### src/rtl/acc_mem_responder.sv
// Core-side cmem responder: takes one accelerator load/store at a time, runs it on the
// OBI-style data bus and returns exactly one response (data + error status) per request.
package acc_pkg;
  typedef enum logic {
    READ  = 1'b0,
    WRITE = 1'b1
  } mem_req_type_e;
endpackage

module acc_mem_responder #(
  parameter int ADDR_WIDTH     = 32,
  parameter int DATA_WIDTH     = 32,
  parameter int TIMEOUT_CYCLES = 256
) (
  input  logic                        clk_i,
  input  logic                        rst_i,
  input  logic                        cmem_q_valid_i,
  output logic                        cmem_q_ready_o,
  input  acc_pkg::mem_req_type_e      cmem_q_req_type_i,
  input  logic [ADDR_WIDTH-1:0]       cmem_q_addr_i,
  input  logic [DATA_WIDTH-1:0]       cmem_q_wdata_i,
  input  logic [DATA_WIDTH/8-1:0]     cmem_q_be_i,
  input  logic                        cmem_q_mode_i,
  input  logic                        cmem_q_spec_i,
  input  logic                        cmem_q_endoftransaction_i,
  output logic                        cmem_p_valid_o,
  input  logic                        cmem_p_ready_i,
  output logic [DATA_WIDTH-1:0]       cmem_p_rdata_o,
  output logic                        cmem_p_status_o,
  output logic                        cmem_p_last_o,
  output logic                        data_req_o,
  output logic                        data_we_o,
  output logic [ADDR_WIDTH-1:0]       data_addr_o,
  output logic [DATA_WIDTH/8-1:0]     data_be_o,
  output logic [DATA_WIDTH-1:0]       data_wdata_o,
  input  logic                        data_gnt_i,
  input  logic                        data_rvalid_i,
  input  logic                        data_err_i,
  input  logic [DATA_WIDTH-1:0]       data_rdata_i,
  output logic                        busy_o
);

  localparam int TMO_W = (TIMEOUT_CYCLES > 0) ? $clog2(TIMEOUT_CYCLES + 1) : 1;
  localparam int TMO_LAST_INT = (TIMEOUT_CYCLES > 0) ? TIMEOUT_CYCLES - 1 : 0;
  localparam logic [TMO_W-1:0] TMO_LAST = TMO_LAST_INT[TMO_W-1:0];
  localparam bit TMO_EN = (TIMEOUT_CYCLES > 0);

  typedef enum logic [1:0] {
    IDLE = 2'd0,
    REQ  = 2'd1,
    WAIT = 2'd2,
    RSP  = 2'd3
  } state_e;

  state_e                   state_q;
  logic                     stale_q;
  logic [TMO_W-1:0]         tmo_q;
  logic [TMO_W-1:0]         tmo_d;
  logic                     we_q;
  logic [ADDR_WIDTH-1:0]    addr_q;
  logic [DATA_WIDTH-1:0]    wdata_q;
  logic [DATA_WIDTH/8-1:0]  be_q;
  logic                     eot_q;
  logic [DATA_WIDTH-1:0]    rdata_q;
  logic                     status_q;
  logic                     q_hs;
  logic                     tmo_hit;

  assign tmo_d   = tmo_q + 1'b1;
  assign q_hs    = cmem_q_valid_i && (state_q == IDLE) && !stale_q;
  assign tmo_hit = TMO_EN && (tmo_q == TMO_LAST);

  always_ff @(posedge clk_i) begin
    if (rst_i) begin
      state_q  <= IDLE;
      stale_q  <= 1'b0;
      tmo_q    <= '0;
      we_q     <= 1'b0;
      addr_q   <= '0;
      wdata_q  <= '0;
      be_q     <= '0;
      eot_q    <= 1'b0;
      rdata_q  <= '0;
      status_q <= 1'b0;
    end else begin
      // A late beat belonging to a timed-out access is dropped wherever it lands.
      if (stale_q && data_rvalid_i) begin
        stale_q <= 1'b0;
      end
      unique case (state_q)
        IDLE: begin
          if (q_hs) begin
            we_q    <= (cmem_q_req_type_i == acc_pkg::WRITE);
            addr_q  <= cmem_q_addr_i;
            wdata_q <= cmem_q_wdata_i;
            be_q    <= cmem_q_be_i;
            eot_q   <= cmem_q_endoftransaction_i;
            if (cmem_q_mode_i || cmem_q_spec_i) begin
              rdata_q  <= '0;
              status_q <= 1'b1;
              state_q  <= RSP;
            end else begin
              state_q  <= REQ;
            end
          end
        end
        REQ: begin
          if (data_gnt_i) begin
            tmo_q   <= '0;
            state_q <= WAIT;
          end
        end
        WAIT: begin
          if (data_rvalid_i) begin
            rdata_q  <= we_q ? '0 : data_rdata_i;
            status_q <= data_err_i;
            state_q  <= RSP;
          end else if (tmo_hit) begin
            rdata_q  <= '0;
            status_q <= 1'b1;
            stale_q  <= 1'b1;
            state_q  <= RSP;
          end else begin
            tmo_q <= tmo_d;
          end
        end
        RSP: begin
          if (cmem_p_ready_i) begin
            state_q <= IDLE;
          end
        end
        default: state_q <= IDLE;
      endcase
    end
  end

  assign cmem_q_ready_o  = (state_q == IDLE) && !stale_q;
  assign cmem_p_valid_o  = (state_q == RSP);
  assign cmem_p_rdata_o  = rdata_q;
  assign cmem_p_status_o = status_q;
  assign cmem_p_last_o   = eot_q;
  assign data_req_o      = (state_q == REQ);
  assign data_we_o       = we_q;
  assign data_addr_o     = addr_q;
  assign data_be_o       = be_q;
  assign data_wdata_o    = wdata_q;
  assign busy_o          = (state_q != IDLE) || stale_q;

endmodule

### config.mk
export PLATFORM = sky130hd
export DESIGN_NAME = acc_mem_responder
export DESIGN_NICKNAME = d
export VERILOG_FILES = /design/src/rtl/acc_mem_responder.sv
export SDC_FILE = /design/constraint.sdc
export NUM_CORES = 1
export LEC_CHECK = 0
export BUFFER_PORTS_ARGS = -buffer_cell sky130_fd_sc_hd__buf_2
export CELL_PAD_IN_SITES_DETAIL_PLACEMENT = 0
export CELL_PAD_IN_SITES_GLOBAL_PLACEMENT = 1
export CORE_ASPECT_RATIO = 1.2
export CORE_UTILIZATION = 35
export CTS_CLUSTER_SIZE = 8
export DETAILED_ROUTE_END_ITERATION = 16
export GPL_TIMING_DRIVEN = 0
export PLACE_DENSITY = 0.94
export REMOVE_ABC_BUFFERS = 1
export SYNTH_ARGS = -nofsm -noshare
export SYNTH_HDL_FRONTEND = slang
export SYNTH_SLANG_ARGS = --single-unit
### constraint.sdc
create_clock -name clk_i -period 3.65 [get_ports clk_i]
set_input_delay 0 -clock clk_i [delete_from_list [all_inputs] [get_ports clk_i]]
set_output_delay 0 -clock clk_i [all_outputs]
set_load 0.01 [all_outputs]
==> summary.md <==
| Metric | Value |
|---|---|
| Core Rows | 45 |
| Number of global-route vias before repair | 4569 |
| CP max-delay cell | nand2_4 |
| # DRC | 0 |
| Initial Util | 35.9% |
| Final ANT Viol Nets | 0 |
| Buf+Inv Stages, Crit Path | 0 |
| Worst Setup Start Kind | flip-flop |
| Clk root buf | clkbuf_16 |
| WL final | 12800 microns |
| Yosys cell types | 34 |
| # H-tree levels | 4 |
| Antenna violations before repair | 0 |
| Req. time, crit path | 3950 ps |
| Postcts setup bufs | 0 |
| Num CTS Buffers | 17 |
| CORE AREA | 0.0126 sq mm |
| ANT cells | 0 |
| Pwr dens | 616 mW/mm^2 |
| Worst-Skew Late Latency | 400 ps |
| Tmin final | 2220 ps |
| Yosys top cell by area | dfxtp_1 |
| Worst path cell trace | ha_1, nand3_1, nor2_1, ha_1, nor3b_4, nor2_1, nand2_4, mux2i_1 |
| Post-DP Area | 0.00573 sq mm |
| Die Y | 127 microns |
| Mapped Avg Cell Area | 8.50 sq um |
| Syn-to-layout area delta | 63.0% |
| Post-detail-place hpwl | 7580 microns |
| Share of synthesized registers carrying an async set or reset | 0% |
| Max Clk Rate | 451 MHz |
| Layout cell share with drive strength beyond 1 | 30.3% |
| Die W | 106 microns |
| Slew margin rel. | 47.3% |
| Yosys Warn Count | 0 |
| Worst hold path class | in -> reg |
| First-pass GRT wire length | 20900 microns |
| #FFs+latches synth | 115 |
| Post-synthesis sequential area ratio | 50.8% |
| Total Power | 0.00455 W |
| Core Util, Final | 58.5% |
| Synthesized area | 0.00453 sq mm |
| Outcome | finished clean |
| Port Buffer Count | 217 |
| Die Area | 0.0134 sq mm |
| Post-Syn Instances | 533 |
| Pin count of the biggest net entering global routing | 81 |
| Setup TNS | 0 ps |
| Maximum clock insertion buffer count | 2 |
| CP peak stage delay | 440 ps |
| Initial detailed-routing violation count | 224 |
| DR vias/cell | 4.56 |
| Final setup vio count | 0 |
| # clock sinks | 115 |
| Max cap viols | 0 |
| Via count | 4662 |
| Worst Path Arrival | 2520 ps |
| Cts repair resizes | 0 |
| Placed Instances | 884 |
| Routability Congestion | 0.747 |
| Design area | 0.00738 sq mm |
| Final period util | 60.7% |
| Remaining Overflow, GRT | 0 |
| Synth top area share | 50.8% |
| Worst-Margin Slew | 788 ps |
| IO Count | 218 |
| Setup Skew | 9.30 ps |
| Post-synth EDFFs | 0 |
| Nets | 963 |
| Pleak | 3.42 nW |
| Top_reg_cell synth | dfxtp_1 |
| Area contributors post-synth | dfxtp_1 51%, nand2_1 15%, a21oi_1 8.5% |
| CTS tree | built |
| Setup crit end kind | flip-flop |
| Hold violation count in the final report | 0 |
| Worst-path clk slew | 60 ps |
| RSZ-0062 raised after global routing | false |
| Detailed Routing Iterations Pass 1 | 4 |
| Worst Setup Path Type | reg -> reg |
| WL/cell | 12.5 microns |
| Max FO, Critical Path | 32 |
| Worst VDD drop | 0.543 mV |
| Fin. max-slew vios | 0 |
| Delay-heaviest family, CP | simple AND/OR/NAND/NOR gates |
| GRT Total Usage | 19.1% |
| Post-Layout Cell Count | 1022 |
-- power breakdown --
part           switching (W)  internal, W  leakage (nW)  total, W
combinational       0.000829     0.000614          2.21   0.00144
clock               0.000578      0.00102         0.271   0.00160
sequential         0.0000840      0.00142         0.937   0.00151
-- worst reg2reg max path, delay by kind of cell, from the launching register on --
| kind | cells | cell delay (ps) |
|---|---|---|
| adder cells (fa/ha/maj) | 2 | 500 |
| flip-flops | 1 | 330 |
| multiplexers | 1 | 300 |
| AND/OR/NAND/NOR | 5 | 1010 |
-- path summary, 6_finish.rpt --
path                         start                 to  slack [ps]  depth (start not counted)
setup / recovery          tmo_q[0]  cmem_p_rdata_o[9]        1430                          8
hold / removal       cmem_q_mode_i         state_q[1]          70                          5
setup reg to reg          tmo_q[0]  cmem_p_rdata_o[9]        1430                          8
hold reg to reg   data_wdata_o[17]   data_wdata_o[17]         450                          2
-- stage by stage --
| step | setup slack (ps) | hold slack [ps] |
|---|---|---|
| final | 1430 | 65.3 |
| after global placement | -1510 | 240 |
| after CTS | 1200 | 41.2 |
| after detailed placement | 1220 | 246 |
| after floorplan | 434 | 69.1 |
| after global routing | 1290 | 116 |
-- cells in the mapped netlist (all sizes together), types with 3 or more instances --
| cell type | count |
|---|---|
| nand2 | 177 |
| nand3 | 4 |
| mux2i | 34 |
| ha | 7 |
| dfxtp | 115 |
| a21oi | 77 |
| inv | 6 |
| buf | 21 |
| clkbuf | 12 |
| nand4 | 3 |
| o21ai | 4 |
| nor2b | 3 |
| nor2 | 15 |
| nand2b | 35 |
-- layout by cell type, fill, tap and decap left out, types with 3 or more instances in the layout --
| cell | Yosys | routed |
|---|---|---|
| nand2_1 | 176 | 176 |
| buf_2 | 18 | 216 |
| nand4_1 | 3 | 3 |
| nand3_1 | 4 | 4 |
| ha_1 | 7 | 7 |
| nor2_1 | 15 | 14 |
| dfxtp_1 | 115 | 115 |
| clkbuf_16 | 0 | 17 |
| a21oi_1 | 77 | 77 |
| clkinvlp_4 | 0 | 5 |
| dlygate4sd3_1 | 0 | 105 |
| mux2i_1 | 34 | 34 |
| clkinv_2 | 0 | 4 |
| nand2b_1 | 35 | 35 |
| inv_1 | 6 | 6 |
-- cell families (layout without fill, tap and decap cells) --
logic type	count (synthesis)	after routing	synth area share [%]
AND/OR/NAND/NOR	247	247	24.0
XOR/XNOR	2	2	0.387
AO/OA/AOI/OAI	89	89	10.8
buffers and inverters	39	364	4.48
multiplexers	34	34	7.52
adder cells (fa/ha/maj)	7	7	1.93
flip-flops	115	115	50.8
-- sequential cells by signal, indices dropped and copies added (netlist names) --
| register | cells |
|---|---|
| cmem_p_rdata_o | 32 |
| data_be_o | 4 |
| data_we_o | 1 |
| data_wdata_o | 32 |
| stale_q | 1 |
| cmem_p_status_o | 1 |
| cmem_p_last_o | 1 |
| data_addr_o | 32 |
| tmo_q | 9 |
| state_q | 2 |
-- metal layers --
layer  wire length, microns  track usage [%]  vias up
li1                       -                -     2373
met4                    276             7.11        0
met3                    926             6.17       24
met1                   5360             21.5     2092
met5                      0                0        -
met2                   6240             33.5      173
-- area by class of cell --
cell class,instances,area [sq um]
Multi-Input combinational cell,379,2040
Clock inverter,13,135
Timing Repair Buffer,326,2230
Tap cell,164,205
Fill cell,1106,5230
Clock buffer,19,443
Inverter,6,22.5
Sequential cell,115,2300
-- repair_timing --
item,CTS,global route
hold endpoints to repair,106,0
hold buffers,105,0
setup endpoints to repair,0,0
No activity file was read; power rests on OpenSTA's default activity.
